$ cat src/rtl/reg_file_bypass_if.sv
// Bus bundle for reg_file_bypass: write port, two read ports and the bulk-clear handshake.
// The master drives addresses, data and requests; the slave (the register file) returns read data and status.
interface reg_file_bypass_if #(
    parameter int WIDTH = 16,
    parameter int AW    = 4
);
    logic             we;
    logic [AW-1:0]    waddr;
    logic [WIDTH-1:0] wdata;
    logic [AW-1:0]    raddr_a;
    logic [WIDTH-1:0] rdata_a;
    logic [AW-1:0]    raddr_b;
    logic [WIDTH-1:0] rdata_b;
    logic             clr_req;
    logic             clr_busy;
    logic             clr_done;

    modport master (
        output we, waddr, wdata, raddr_a, raddr_b, clr_req,
        input  rdata_a, rdata_b, clr_busy, clr_done
    );

    modport slave (
        input  we, waddr, wdata, raddr_a, raddr_b, clr_req,
        output rdata_a, rdata_b, clr_busy, clr_done
    );
endinterface

$ cat src/rtl/reg_file_bypass.sv
// General-purpose register bank: 2**AW x WIDTH, one write port, two combinational read ports
// with write-through forwarding, plus a one-register-per-cycle bulk-clear sweep.
module reg_file_bypass #(
    parameter int WIDTH    = 16,
    parameter int AW       = 4,
    parameter bit ZERO_REG = 1'b0,
    parameter bit BYPASS   = 1'b1
) (
    input logic             clk,
    input logic             rst_b,
    reg_file_bypass_if.slave bus
);
    localparam int DEPTH = 2 ** AW;

    typedef enum logic [1:0] {
        IDLE  = 2'd0,
        CLEAR = 2'd1,
        DONE  = 2'd2
    } state_t;

    state_t           state_q, state_d;
    logic [AW-1:0]    idx_q, idx_d;
    logic             clr_busy_q, clr_busy_d;
    logic             clr_done_q, clr_done_d;
    logic [WIDTH-1:0] mem_q [DEPTH];
    logic [WIDTH-1:0] mem_d [DEPTH];

    logic             wr_ok;
    logic             fwd_ok;
    logic [AW-1:0]    raddr [2];
    logic [WIDTH-1:0] rdata [2];

    // Sweep control; the index wraps to 0 on the same edge that leaves CLEAR.
    always_comb begin
        state_d = state_q;
        idx_d   = idx_q;
        case (state_q)
            IDLE: begin
                if (bus.clr_req) begin
                    state_d = CLEAR;
                    idx_d   = '0;
                end
            end
            CLEAR: begin
                idx_d = idx_q + 1'b1;
                if (idx_q == AW'(DEPTH - 1)) begin
                    state_d = DONE;
                end
            end
            DONE:    state_d = IDLE;
            default: state_d = IDLE;
        endcase
        clr_busy_d = (state_d == CLEAR);
        clr_done_d = (state_d == DONE);
    end

    assign wr_ok = bus.we && (state_q != CLEAR) && !(ZERO_REG && (bus.waddr == '0));

    always_comb begin
        for (int i = 0; i < DEPTH; i++) begin
            mem_d[i] = mem_q[i];
            if (state_q == CLEAR) begin
                if (idx_q == AW'(i)) begin
                    mem_d[i] = '0;
                end
            end else if (wr_ok && (bus.waddr == AW'(i))) begin
                mem_d[i] = bus.wdata;
            end
        end
    end

    always_ff @(posedge clk or negedge rst_b) begin
        if (!rst_b) begin
            state_q    <= IDLE;
            idx_q      <= '0;
            clr_busy_q <= 1'b0;
            clr_done_q <= 1'b0;
            for (int i = 0; i < DEPTH; i++) begin
                mem_q[i] <= '0;
            end
        end else begin
            state_q    <= state_d;
            idx_q      <= idx_d;
            clr_busy_q <= clr_busy_d;
            clr_done_q <= clr_done_d;
            for (int i = 0; i < DEPTH; i++) begin
                mem_q[i] <= mem_d[i];
            end
        end
    end

    // Forwarding is held off during reset so both read ports show 0 while rst_b is low.
    assign fwd_ok   = BYPASS && rst_b && bus.we && (state_q != CLEAR);
    assign raddr[0] = bus.raddr_a;
    assign raddr[1] = bus.raddr_b;

    genvar gi;
    generate
        for (gi = 0; gi < 2; gi++) begin : g_rd
            assign rdata[gi] = (ZERO_REG && (raddr[gi] == '0))        ? '0 :
                               (fwd_ok && (bus.waddr == raddr[gi]))   ? bus.wdata :
                                                                        mem_q[raddr[gi]];
        end
    endgenerate

    assign bus.rdata_a  = rdata[0];
    assign bus.rdata_b  = rdata[1];
    assign bus.clr_busy = clr_busy_q;
    assign bus.clr_done = clr_done_q;
endmodule

$ cat src/flat_wrapper.sv
// flat-port wrapper written by rule: the top's interface ports become plain ports
module reg_file_bypass_flat 
#(
    parameter int WIDTH    = 16,
    parameter int AW       = 4,
    parameter bit ZERO_REG = 1'b0,
    parameter bit BYPASS   = 1'b1
)
  (clk, rst_b, bus_we, bus_waddr, bus_wdata, bus_raddr_a, bus_raddr_b, bus_clr_req, bus_rdata_a, bus_rdata_b, bus_clr_busy, bus_clr_done);
  reg_file_bypass_if #(.WIDTH(WIDTH), .AW(AW)) bus_i ();
  input logic clk;
  input logic rst_b;
  input wire logic [$bits(bus_i.we)-1:0] bus_we;
  input wire logic [$bits(bus_i.waddr)-1:0] bus_waddr;
  input wire logic [$bits(bus_i.wdata)-1:0] bus_wdata;
  input wire logic [$bits(bus_i.raddr_a)-1:0] bus_raddr_a;
  input wire logic [$bits(bus_i.raddr_b)-1:0] bus_raddr_b;
  input wire logic [$bits(bus_i.clr_req)-1:0] bus_clr_req;
  output wire logic [$bits(bus_i.rdata_a)-1:0] bus_rdata_a;
  output wire logic [$bits(bus_i.rdata_b)-1:0] bus_rdata_b;
  output wire logic [$bits(bus_i.clr_busy)-1:0] bus_clr_busy;
  output wire logic [$bits(bus_i.clr_done)-1:0] bus_clr_done;
  assign bus_i.we = bus_we;
  assign bus_i.waddr = bus_waddr;
  assign bus_i.wdata = bus_wdata;
  assign bus_i.raddr_a = bus_raddr_a;
  assign bus_i.raddr_b = bus_raddr_b;
  assign bus_i.clr_req = bus_clr_req;
  assign bus_rdata_a = bus_i.rdata_a;
  assign bus_rdata_b = bus_i.rdata_b;
  assign bus_clr_busy = bus_i.clr_busy;
  assign bus_clr_done = bus_i.clr_done;
  reg_file_bypass #(.WIDTH(WIDTH), .AW(AW), .ZERO_REG(ZERO_REG), .BYPASS(BYPASS)) u_core (.clk(clk), .rst_b(rst_b), .bus(bus_i));
endmodule
$ cat config.mk
export PLATFORM = sky130hd
export DESIGN_NAME = reg_file_bypass_flat
export DESIGN_NICKNAME = d
export VERILOG_FILES = /design/src/rtl/reg_file_bypass_if.sv /design/src/rtl/reg_file_bypass.sv /design/src/flat_wrapper.sv
export SDC_FILE = /design/constraint.sdc
export NUM_CORES = 1
export LEC_CHECK = 0
export BUFFER_PORTS_ARGS = -buffer_cell sky130_fd_sc_hd__buf_4
export CAP_MARGIN = 5
export CORE_MARGIN = 10
export CORE_UTILIZATION = 65
export DETAILED_ROUTE_END_ITERATION = 10
export PLACE_DENSITY_LB_ADDON = 0.12
export SETUP_SLACK_MARGIN = 0.02
export SYNTH_ARGS = -nofsm -noshare
export SYNTH_HDL_FRONTEND = slang
export SYNTH_SLANG_ARGS = --single-unit
$ cat constraint.sdc
create_clock -name clk -period 5.5 [get_ports clk]
set_input_delay 1.1 -clock clk [delete_from_list [all_inputs] [get_ports clk]]
set_output_delay 1.1 -clock clk [all_outputs]
set_load 0.01 [all_outputs]
Word-level counts from Yosys, hierarchy flattened:

Cells that the tools add are included.

* memories kept: 0
* bits in read-only memories: 0
* logic and storage cells: 197
* latch bits: 0
* memory bits (writable): 0
* output and inout bits: 34
* flip-flop bits (word level): 264

* eq/ne operators: 53
* order comparisons: 2
* multiplexer cells: 61
* add/subtract/negate cells: 1
* reductions and logical operators: 58
* divide/modulo/power cells: 0
* multipliers: 0
* bitwise gates (word level): 2
* shift operators: 0

Operator list (count)
* $mux W16: 54
* $bmux W16 S4: 2
* $eq A4 B4 Y1 const B: 16
* $reduce_and A2 Y1: 17
* $reduce_bool A2 Y1: 17
* $eq A4 B3 Y1 const B: 8
* $ne A2 B1 Y1 const B: 14
* $logic_and A1 B1 Y1: 21
* $eq A4 B2 Y1 const B: 4
* $ge A5 B5 Y1 const B: 2
* $not A4 Y5: 2
* $eq A4 B1 Y1 const B: 2
* $eq A4 B4 Y1: 2
* $logic_not A4 Y1: 2
* $ne A2 B2 Y1 const B: 4
* $pmux W4 S2: 1
* $add A4 B1 Y4 const B: 1
* $eq A2 B1 Y1 const B: 2
* $mux W2: 2
* $mux W4: 1
* $pmux W2 S2: 1
* $eq A2 B2 Y1 const B: 1
* $logic_not A2 Y1: 1

Logic depth before layout (Yosys ltp):

Gate-level depths: netlist of run 1.

* depth in word-level cells: 5
* depth in mapped cells: 7
* mapped depth without buffers: 5

Least setup slack after synthesis of run 1:

No wires, ideal clock.

* path type: input -> output
* start point: input port bus_raddr_b[0]
* end point: output port bus_rdata_b[10]
* arrival time: 2.656 ns
* data required time: 4.400 ns
* setup slack: 1.744 ns
* cell stages on the path: 6
* cell sequence: buf_2 -> buf_2 -> mux4_2 -> mux2i_1 -> mux2i_1 -> mux2_2

* cells in the longest elaborated chain, start to end: 5
* elaborated cells on any way between the ends: 7
* classes of those cells: eq/ne: 1; mux: 4; bitwise: 1; reduce/logical: 1

Ends and longest elaborated chain
* start: declaration: line flat_wrapper.sv:17 `input wire logic [$bits(bus_i.raddr_b)-1:0] bus_raddr_b;`
* $not A4 Y5 (not written as such): line reg_file_bypass.sv:102 `mem_q[raddr[gi]];`
* $bmux W16 S4: line reg_file_bypass.sv:102
* $mux W16 (not written as such) (2 in a row): line reg_file_bypass.sv:102
* $mux W16 *: line reg_file_bypass.sv:101 `(fwd_ok && (bus.waddr == raddr[gi])) ? bus.wdata :`
* end: declaration: line flat_wrapper.sv:20 `output wire logic [$bits(bus_i.rdata_b)-1:0] bus_rdata_b;`

Mark *: on every way between the ends. The rest lies on a longest branch, timed or not. The select of a mux whose other input is x is not followed.

Final worst setup path of run 1:

* start point: input port bus_raddr_b[2]
* end point: output port bus_rdata_b[1]

The elaborated chain is that of the path after synthesis.

==> results of run 1 <==
[power groups by stage]
stage | Sequential (mW) | Clock [mW] | Combinational (mW)
after floorplan | 2.92 | 0 | 2.23
after global placement | 3.01 | 0 | 2.82
after detailed placement | 3.11 | 0 | 2.93
after CTS | 3.08 | 2.13 | 2.95
after global routing | 3.18 | 2.22 | 3.12
final | 3.11 | 2.12 | 2.95
[state kept, by name, indices dropped and copies added (netlist names)]
register             count
u_core.state_q           2
u_core.mem_q           256
u_core.idx_q             4
u_core.bus.clr_done      1
u_core.bus.clr_busy      1
[worst max path at each step]
stage,start,end
2_1_floorplan,bus_raddr_b[0],bus_rdata_b[10]
3_3_place_gp,bus_raddr_b[0],bus_rdata_b[1]
6_report,bus_raddr_b[2],bus_rdata_b[1]
4_1_cts,bus_raddr_b[0],bus_rdata_b[1]
5_1_grt,bus_raddr_b[0],bus_rdata_b[5]
3_5_place_dp,bus_raddr_b[0],bus_rdata_b[1]
[cell type report]
cell class | count | share of cell area [%]
well taps | 313 | 2.33
multi-input cells | 597 | 47.8
repair buffers | 89 | 4.02
flip-flops and latches | 264 | 39.4
inverters | 7 | 0.157
clock inverters | 12 | 1.14
clock buffers | 42 | 5.15
[metrics by stage]
step | cell area (um^2) | power, mW
2_1_floorplan | 15100 | 5.15
3_3_place_gp | 15700 | 5.84
3_5_place_dp | 15700 | 6.04
4_1_cts | 16800 | 8.17
5_1_grt | 16800 | 8.52
6_report | 16800 | 8.17
[worst register-to-register path, stage by stage (launching register included)]
cell and delay [ps]:
dfrtp_1 440, nand2b_1 160, buf_4 400, nand4_4 250
o22ai_4 890, mux2_2 440
[cell families (layout without fill, tap and decap cells)]
kind of cell,count (synthesis),after routing
multiplexers,513,513
flip-flops,264,264
buffers and inverters,93,150
AND/OR/NAND/NOR,48,48
AO/OA/AOI/OAI,24,24
XOR/XNOR,8,8
adder cells (fa/ha/maj),4,4
[metal layers]
metal	share of wire (%)	track usage (%)
met2	50	44.3
met4	2.9	8.96
met3	6.7	4.99
met5	0	0
met1	40	35.6
[placed cells by master (no fill, tap or decap), drive strengths merged, types with 7 or more instances in the layout]
cell type / instances
and2: 16
inv: 8
xnor2: 8
dfrtp: 264
mux4: 128
nor2: 7
clkbuf: 42
buf: 89
mux2: 288
o22ai: 11
mux2i: 97
==> summary.md, run 1 <==
| Metric | Value |
|---|---|
| Status | `completed` |
| Fmax achieved | `0.224 GHz` |
| CP Depth | `7` |
| Netlist Area Pre-Place | `0.0151 mm^2` |
| H-tree Lvls | `1` |
| Final hold slack | `387 ps` |
| Power per cell area | `487 mW/mm^2` |
| DR vias | `9132` |
| Clk buf depth | `3` |
| Synth Area in Compound Gates | `2.32%` |
| #FFs+latches synth | `264` |
| CTS Sinks | `264` |
| Top cell by count, worst path | `buf_4` |
| Largest net degree at the start of global routing | `91` |
| CP startpoint kind | `input port` |
| Crit path arrival time | `3370 ps` |
| Register area | `0.00661 mm^2` |
| Combinational power share | `36.1%` |
| Register area share after synthesis | `43.7%` |
| DIE WIDTH | `172 um` |
| Critical path class | `in2out` |
| Gr usage total | `27.0%` |
| First-pass GRT wire length | `60200 um` |
| Peak supply drop | `0.000297 V` |
| Synth cell types | `40` |
| Area Overhead vs Synth | `11.2%` |
| DP Wirelength | `23400 um` |
| Die extent in y | `172 um` |
| DR WL/cell | `29.4 um` |
| I/O pins | `66` |
| Post-route ant nets | `0` |
| WL final | `38900 um` |
| Number of global-route vias before repair | `9861` |
| Residual DRC | `0` |
| WP buf/inv | `3` |
| Synth top area share | `43.7%` |
| Syn nets | `990` |
| Post-cts hold buffer count | `0` |
| # nets final | `1024` |
| Number of synthesis warnings | `0` |
| RR Startpoint | `u_core.state_q[0]` |
| Final hold vios | `0` |
| Initial core utilization | `66.3%` |
| DR iter-0 viols | `917` |
| Largest family of logic cells by synthesized area | `multiplexers` |
| RSZ-0062 raised after global routing | `no` |
| CP top delay family | `multiplexers` |
| Number of port buffers | `65` |
| Clock Latency Late Sink | `550 ps` |
| Root buf cell | `clkbuf_16` |
| Seq pwr share | `38.0%` |
| Clock Skews | `12.7 ps` |
| CP required | `4400 ps` |
| Synth area leaders | `dfrtp_1 44%, mux4_2 19%, mux2_2 12%, mux2_1 6.8%, mux2i_1 6.4%` |
| Post-Synth Adder-Cell Area | `0.331%` |
| Pleak | `7.92 nW` |
| Vias per inst | `6.90` |
| Post-synthesis mux area share | `47.7%` |
| Max-slew violation total from the final report | `0` |
| XOR/XNOR Fraction of Synth Area | `0.464%` |
| Post-synth top cells | `264 x dfrtp_1, 167 x mux2_2, 128 x mux4_2` |
| Reg2reg setup slack | `2810 ps` |
| Final setup fails | `0` |
| Max incr delay on CP | `630 ps` |
| P_int | `5.48 mW` |
| Grt total ovfl | `0` |
| Die ar. | `0.0297 mm^2` |
| Post-synth EDFFs | `0` |
| Synth Flop Type | `dfrtp_1` |
| Critical path peak fanout | `44` |
| NetSw | `2.69 mW` |
| Worst Tran Pin Value | `1270 ps` |
| Fin crit share | `81.3%` |
| Syn avg cell area | `15.8 um^2` |
| Total instance count after detailed placement | `1270` |
| Max cap viols | `0` |
| Drt pass-1 iters | `5` |
| Layout Cells excl Fill | `1324` |
| Ys async rst share | `100%` |
| Placement Setup Slack | `1050 ps` |
| Crit path max-delay cell type | `buf_4` |
| R2R Path End | `u_core.mem_q[18]` |
| RD Place Congestion | `0.802` |
| Critical Path End Type | `output pin` |
| Initial antenna violation count | `0` |
| Fin crit period | `4470 ps` |
| Post-cts resize count | `0` |
| Synth Instances | `954` |
| Sw Share | `32.9%` |
| # diodes | `0` |
| Slew HR | `15.3%` |
| Post-synth top area cell | `dfrtp_1` |
| Final worst setup slack | `1030 ps` |
| Multi-input gate area | `0.00803 mm^2` |
| R2R cell count | `5` |
| Most frequent cell after synthesis | `dfrtp_1` |
| CTS buffer count | `29` |
| Fin util | `73.7%` |
| Clk pin slew, worst setup/hold paths | `60 ps` |
| # rows | `55` |
| Simple-gate share of the synthesized area | `2.28%` |
| Post-CTS setup buffers | `0` |
| TritonCTS clock tree | `built` |
| Fraction of layout cells with a size suffix above 1 | `48.4%` |
| Clock share of power | `25.9%` |
| TNS Setup | `0 ps` |
| Worst path cell trace | `buf_4 -> buf_4 -> mux4_2 -> mux2i_1 -> mux2i_1 -> mux2_2 -> buf_4` |
| Core area | `0.0228 mm^2` |
| Hold crit path type | `in2async` |
| Fill count | `1442` |
(Power assumes the default switching activity.)
==> inputs of run 2 (changes only) <==
--- a/config.mk
+++ b/config.mk
@@ -8,7 +8,7 @@
 export BUFFER_PORTS_ARGS = -buffer_cell sky130_fd_sc_hd__buf_4
 export CAP_MARGIN = 5
 export CORE_MARGIN = 10
-export CORE_UTILIZATION = 65
+export CORE_UTILIZATION = 63
 export DETAILED_ROUTE_END_ITERATION = 10
 export PLACE_DENSITY_LB_ADDON = 0.12
 export SETUP_SLACK_MARGIN = 0.02
==> constraint.sdc (replaced) <==
create_clock -name clk -period 4.5 [get_ports clk]
set_input_delay 0.9 -clock clk [delete_from_list [all_inputs] [get_ports clk]]
set_output_delay 0.9 -clock clk [all_outputs]
set_load 0.01 [all_outputs]
==> run 2 against run 1 <==
Via count up 0.19%; combinational power up 23%; first-iteration DRC count down 2.7%; critical path type unchanged; cell area about the same; global-route usage down 1.2 points; clock-buffer cell count up 3; sequential power up 23%; largest power group unchanged; die area up 2.8%.
==> summary.md, run 2 (synthesis gave the netlist of run 1 again) <==
| Metric | Value |
|---|---|
| Drt pass-1 iters | `5 (unchanged)` |
| Clock share of power | `23.0% (-2.9 points)` |
| Max-slew violation total from the final report | `0 (unchanged)` |
| Die extent in y | `175 um (+1.4%)` |
| NetSw | `3.25 mW (+21%)` |
| Post-route cell area | `0.0168 mm^2 (about the same)` |
| Final setup fails | `0 (unchanged)` |
| Root buf cell | `clkbuf_16` |
| First-pass GRT wire length | `60600 um (+0.65%)` |
| Post-route ant nets | `0 (unchanged)` |
| Power, Total | `9.65 mW (+18%)` |
| Critical path class | `in2out` |
| CP startpoint kind | `input port` |
| Initial antenna violation count | `2 (+2)` |
| Clock Latency Late Sink | `550 ps (about the same)` |
| Critical Path End Type | `output pin` |
| Max FFs per register | `256 (unchanged)` |
| H-tree Lvls | `1 (unchanged)` |
| Grt total ovfl | `0 (unchanged)` |
| Crit path arrival time | `2910 ps (-460 ps)` |
| Clk buf depth | `3 (unchanged)` |
| DIE WIDTH | `175 um (+1.4%)` |
| CTS Sinks | `264 (unchanged)` |
| CP required | `3600 ps (-800 ps)` |
| Worst path cell trace | `buf_4 -> buf_12 -> mux4_2 -> mux2i_1 -> mux2i_1 -> mux2_2 -> buf_4` |
| DR WL/cell | `29.6 um (+0.62%)` |
| Peak supply drop | `0.000361 V (+22%)` |
| Fin crit period | `3810 ps` |
| CTS buffer count | `28 (-3.4%)` |
| Fmax achieved | `0.262 GHz` |
| Area Overhead vs Synth | `11.1% (about the same)` |
| Number of port buffers | `65 (unchanged)` |
| Clk pin slew, worst setup/hold paths | `60 ps (about the same)` |
| Power per cell area | `575 mW/mm^2 (+18%)` |
| TNS Setup | `0 ps (unchanged)` |
| Residual DRC | `0 (unchanged)` |
| Post-DP Area | `0.0159 mm^2 (+0.95%)` |
| Number of global-route vias before repair | `9975 (+1.2%)` |
| Hold crit path type | `in2async` |
| Fraction of layout cells with a size suffix above 1 | `48.0% (-0.35 points)` |
| Max cap viols | `0 (unchanged)` |
| WL final | `39300 um (+1.1%)` |
| Core area | `0.0235 mm^2 (+3.4%)` |
| DR vias | `9149 (+0.19%)` |
| Reg2reg setup slack | `1730 ps (-1080 ps)` |
| TritonCTS clock tree | `built` |
| Post-cts resize count | `0 (unchanged)` |
| P_int | `6.40 mW (+17%)` |
| Largest net degree at the start of global routing | `85 (-6.6%)` |
| Critical path peak fanout | `28 (-36%)` |
| Slew HR | `17.7% (+2.4 points)` |
| # nets final | `1027 (+0.29%)` |
| Fill count | `1563 (+8.4%)` |
| Final hold vios | `0 (unchanged)` |
| Seq pwr share | `39.5% (+1.5 points)` |
| Post-cts hold buffer count | `0 (unchanged)` |
| # rows | `56 (+1.8%)` |
| Fin crit share | `84.8%` |
| Max incr delay on CP | `550 ps (-80 ps)` |
| Largest registers | `u_core.mem_q: 256 flops, u_core.idx_q: 4 flops, u_core.state_q: 2 flops` |
| DR iter-0 viols | `892 (-2.7%)` |
| Fin util | `71.3% (-2.4 points)` |
| RSZ-0062 raised after global routing | `no` |
| Sw Share | `33.7% (+0.79 points)` |
| I/O pins | `66 (unchanged)` |
| Post-CTS setup buffers | `0 (unchanged)` |
| Vias per inst | `6.88 (-0.27%)` |
| Most frequent cells in the layout | `264 x dfrtp_1, 167 x mux2_2, 128 x mux4_2` |
| RD Place Congestion | `0.814 (+1.5%)` |
| Worst Tran Pin Value | `1230 ps (-36.5 ps)` |
| Gr usage total | `25.8% (-1.2 points)` |
| Commonest non-fill, non-tap cell in the layout | `dfrtp_1` |
| Pleak | `7.90 nW (-0.27%)` |
| Die ar. | `0.0306 mm^2 (+2.8%)` |
| Largest Register | `u_core.mem_q` |
| DP Wirelength | `23400 um (-0.16%)` |
| Combinational power share | `37.5% (+1.4 points)` |
| Crit path max-delay cell type | `mux4_2` |
| Initial core utilization | `64.1% (-2.2 points)` |
| Clock Skews | `12.0 ps (-0.709 ps)` |
| Status | `completed` |
## run 2: layer usage
metal  wire length (um)  part of all wire (%)  vias to the layer above  GRT usage, %
li1                   -                     -                     3765             -
met1              15700                    40                     4979          33.2
met2              20000                    51                      318          44.0
met3               2290                   5.8                       87          3.77
met4               1300                   3.3                        0          8.76
met5                  0                     0                        -             0
## run 2: layout make-up
class | instances | area (um^2) | area share, %
inverters | 7 | 26.3 | 0.157
multi-input cells | 597 | 8030 | 47.9
repair buffers | 93 | 818 | 4.88
diodes | 1 | 2.50 | 0.0149
clock buffers | 45 | 865 | 5.15
flip-flops and latches | 264 | 6610 | 39.4
well taps | 319 | 399 | 2.38
clock inverters | 4 | 31.3 | 0.186
## run 2: worst max-delay path: cells and delay by family
kind	cells	cell delay (ps)
buf+inv	3	830
mux	4	1160
## run 2: final timing paths
path	cells after the start	from	end
setup / recovery	7	bus_raddr_a[0]	bus_rdata_a[6]
hold / removal	1	rst_b	u_core.mem_q[4]
setup reg to reg	6	u_core.state_q[0]	u_core.mem_q[70]
hold reg to reg	1	u_core.mem_q[55]	u_core.mem_q[55]
max in group asynchronous	3	rst_b	u_core.mem_q[214]
min in group clk	1	u_core.mem_q[55]	u_core.mem_q[55]
## run 2: power groups by stage
stage | Combinational [mW] | Sequential (mW) | Clock, mW
finish | 3.62 | 3.81 | 2.22
global route | 3.83 | 3.90 | 2.37
CTS | 3.62 | 3.78 | 2.27
detailed placement | 3.61 | 3.81 | 0
global placement | 3.48 | 3.70 | 0
floorplan | 2.73 | 3.57 | 0
## run 2: stage by stage
step | hold WS, ps | setup slack, ps | std cells
2_1_floorplan | 470 | 1140 | 954
3_3_place_gp | 480 | 711 | 1280
3_5_place_dp | 494 | 688 | 1280
4_1_cts | 210 | 668 | 1329
5_1_grt | 219 | 556 | 1329
6_report | 219 | 686 | 1330
==> inputs of run 3 (changes only) <==
--- a/config.mk
+++ b/config.mk
@@ -8,7 +8,7 @@
 export BUFFER_PORTS_ARGS = -buffer_cell sky130_fd_sc_hd__buf_4
 export CAP_MARGIN = 5
 export CORE_MARGIN = 10
-export CORE_UTILIZATION = 63
+export CORE_UTILIZATION = 57
 export DETAILED_ROUTE_END_ITERATION = 10
 export PLACE_DENSITY_LB_ADDON = 0.12
 export SETUP_SLACK_MARGIN = 0.02
==> constraint.sdc (replaced) <==
create_clock -name clk -period 3.35 [get_ports clk]
set_input_delay 0.67 -clock clk [delete_from_list [all_inputs] [get_ports clk]]
set_output_delay 0.67 -clock clk [all_outputs]
set_load 0.01 [all_outputs]
==> run 3 against run 2 <==
Die area rose by 9.3%; clock power rose by 62%; largest cell class unchanged; clock skew fell by 3.5 ps.
==> summary.md, run 3 (synthesis gave the netlist of run 1 again) <==
| Metric | Value |
|---|---|
| Critical path class | `in2out` |
| I/O pins | `66 (unchanged)` |
| Hold crit path type | `reg2reg` |
| Gr usage total | `22.5% (-3.3 points)` |
| DIE WIDTH | `183 um (+4.5%)` |
| Largest Register | `u_core.mem_q` |
| Final setup fails | `0 (unchanged)` |
| # diodes | `0 (-1)` |
| Peak supply drop | `0.000710 V (+97%)` |
| Crit path arrival time | `2570 ps (-340 ps)` |
| Sw Share | `32.0% (-1.7 points)` |
| RD Place Congestion | `0.797 (-2.1%)` |
| Fin crit share | `96.8%` |
| Number of global-route vias before repair | `9362 (-6.1%)` |
| Slew HR | `31.0% (+13 points)` |
| CTS buffer count | `29 (+3.6%)` |
| Largest registers | `u_core.mem_q: 256 flops, u_core.idx_q: 4 flops, u_core.state_q: 2 flops` |
| Max cap viols | `0 (unchanged)` |
| Clock Skews | `8.49 ps (-3.55 ps)` |
| Clock share of power | `26.6% (+3.6 points)` |
| Post-route ant nets | `0 (unchanged)` |
| WL final | `37400 um (-4.9%)` |
| DR vias | `8799 (-3.8%)` |
| Number of port buffers | `65 (unchanged)` |
| Fin crit period | `3240 ps` |
| Worst Tran Pin Value | `1030 ps (-200 ps)` |
| Vias per inst | `6.44 (-6.4%)` |
| Initial antenna violation count | `0 (-2)` |
| Core area | `0.0261 mm^2 (+11%)` |
| Fill count | `1856 (+19%)` |
| NetSw | `4.31 mW (+33%)` |
| Critical path peak fanout | `13 (-54%)` |
| Die extent in y | `183 um (+4.5%)` |
| Residual DRC | `0 (unchanged)` |
| Root buf cell | `clkbuf_16` |
| Clock Latency Late Sink | `540 ps (about the same)` |
| DP Wirelength | `22700 um (-3.0%)` |
| Clk buf depth | `3 (unchanged)` |
| Clk pin slew, worst setup/hold paths | `60 ps (about the same)` |
| # nets final | `1046 (+1.9%)` |
| First-pass GRT wire length | `58100 um (-4.1%)` |
| Seq pwr share | `37.5% (-2.0 points)` |
| TNS Setup | `0 ps (unchanged)` |
| Most frequent cells in the layout | `264 x dfrtp_1, 167 x mux2_2, 128 x mux4_2` |
| Status | `completed` |
| Power, Total | `13.5 mW (+40%)` |
| Pleak | `8.10 nW (+2.5%)` |
| CP startpoint kind | `input port` |
| Critical Path End Type | `output pin` |
| Fraction of layout cells with a size suffix above 1 | `49.5% (+1.4 points)` |
| Combinational power share | `35.9% (-1.6 points)` |
| Multi-input gate area | `0.00802 mm^2 (about the same)` |
| DR iter-0 viols | `616 (-31%)` |
| P_int | `9.18 mW (+43%)` |
| Initial core utilization | `58.0% (-6.2 points)` |
| Final hold vios | `0 (unchanged)` |
| Grt total ovfl | `0 (unchanged)` |
| Commonest non-fill, non-tap cell in the layout | `dfrtp_1` |
| Fmax achieved | `0.308 GHz` |
| DR WL/cell | `27.4 um (-7.5%)` |
| # rows | `59 (+5.4%)` |
| Max-slew violation total from the final report | `0 (unchanged)` |
| TritonCTS clock tree | `built` |
| Layout Cells excl Fill | `1366 (+2.7%)` |
| Drt pass-1 iters | `4 (-1)` |
| RSZ-0062 raised after global routing | `no` |
| Power per cell area | `785 mW/mm^2 (+37%)` |
| CP required | `2680 ps (-920 ps)` |
| H-tree Lvls | `1 (unchanged)` |
| Die ar. | `0.0334 mm^2 (+9.3%)` |
| Max FFs per register | `256 (unchanged)` |
| Largest net degree at the start of global routing | `179 (+110%)` |
| Fin util | `65.9% (-5.3 points)` |
| Total instance count after detailed placement | `1313 (+2.6%)` |
| Area Overhead vs Synth | `13.8%` |
| CTS Sinks | `264 (unchanged)` |
| Register area | `0.00661 mm^2 (unchanged)` |
## run 3: changes by cell type in the layout (fill, tap and decap cells not counted), sizes merged
cell | before | now
dlygate4sd3 | 0 | 1
bufinv | 0 | 7
clkinvlp | 0 | 3
clkbuf | 45 | 38
buf | 93 | 110
diode | 1 | 0
## run 3: layout make-up
type | count | share of cell area (%)
Clock buffer | 38 | 4.83
Clock inverter | 14 | 1.49
Inverter | 7 | 0.153
Multi-Input combinational cell | 597 | 46.7
Sequential cell | 264 | 38.5
Tap cell | 335 | 2.44
Timing Repair Buffer | 111 | 5.93
## run 3: final timing paths
| check | to | cells past startpoint | startpoint | slack, ps |
|---|---|---|---|---|
| min in group asynchronous | u_core.idx_q[1] | 2 | rst_b | 510 |
| setup reg to reg | u_core.mem_q[233] | 6 | u_core.state_q[0] | 930 |
| max in group asynchronous | u_core.mem_q[207] | 3 | rst_b | 1630 |
| hold reg to reg | u_core.mem_q[156] | 1 | u_core.mem_q[156] | 500 |
| hold / removal | u_core.mem_q[156] | 1 | u_core.mem_q[156] | 500 |
| setup / recovery | bus_rdata_b[13] | 7 | rst_b | 110 |
## run 3: power groups by stage
stage	clock [mW]	sequential, mW	combinational, mW
floorplan	0	4.79	3.66
global placement	0	5.01	4.78
detailed placement	0	5.07	4.88
CTS	3.63	5.03	4.89
global route	3.77	5.21	5.18
finish	3.59	5.06	4.85
## run 3: timing repair
| item | CTS | global route |
|---|---|---|
| hold endpoints to repair | 7 | 0 |
| buffers inserted | 0 | 0 |
| endpoints found under the setup margin | 0 | 0 |
| hold buffers | 1 | 0 |
| resized for setup | 0 | 0 |
## run 3: worst max-delay path: stages
cell and delay (ps):
dlygate4sd3_1 560, buf_8 160, nand3_1 200, nor2_2 230
buf_12 190, mux2_2 380, buf_4 150
## run 3: per-layer routing
metal	vias to the layer above	GRT usage [%]	wire length, um
met4	0	5.23	853
met5	-	0	0
li1	3810	-	-
met3	63	3.13	1550
met1	4739	30.9	16800
met2	187	37.4	18200
## run 3: stage by stage
step	hold WS (ps)	setup WS (ps)	instance area [um^2]
floorplan	374	454	15100
global placement	472	306	16100
detailed placement	473	279	16100
CTS	501	127	17200
global route	508	76.3	17200
finish	500	108	17200
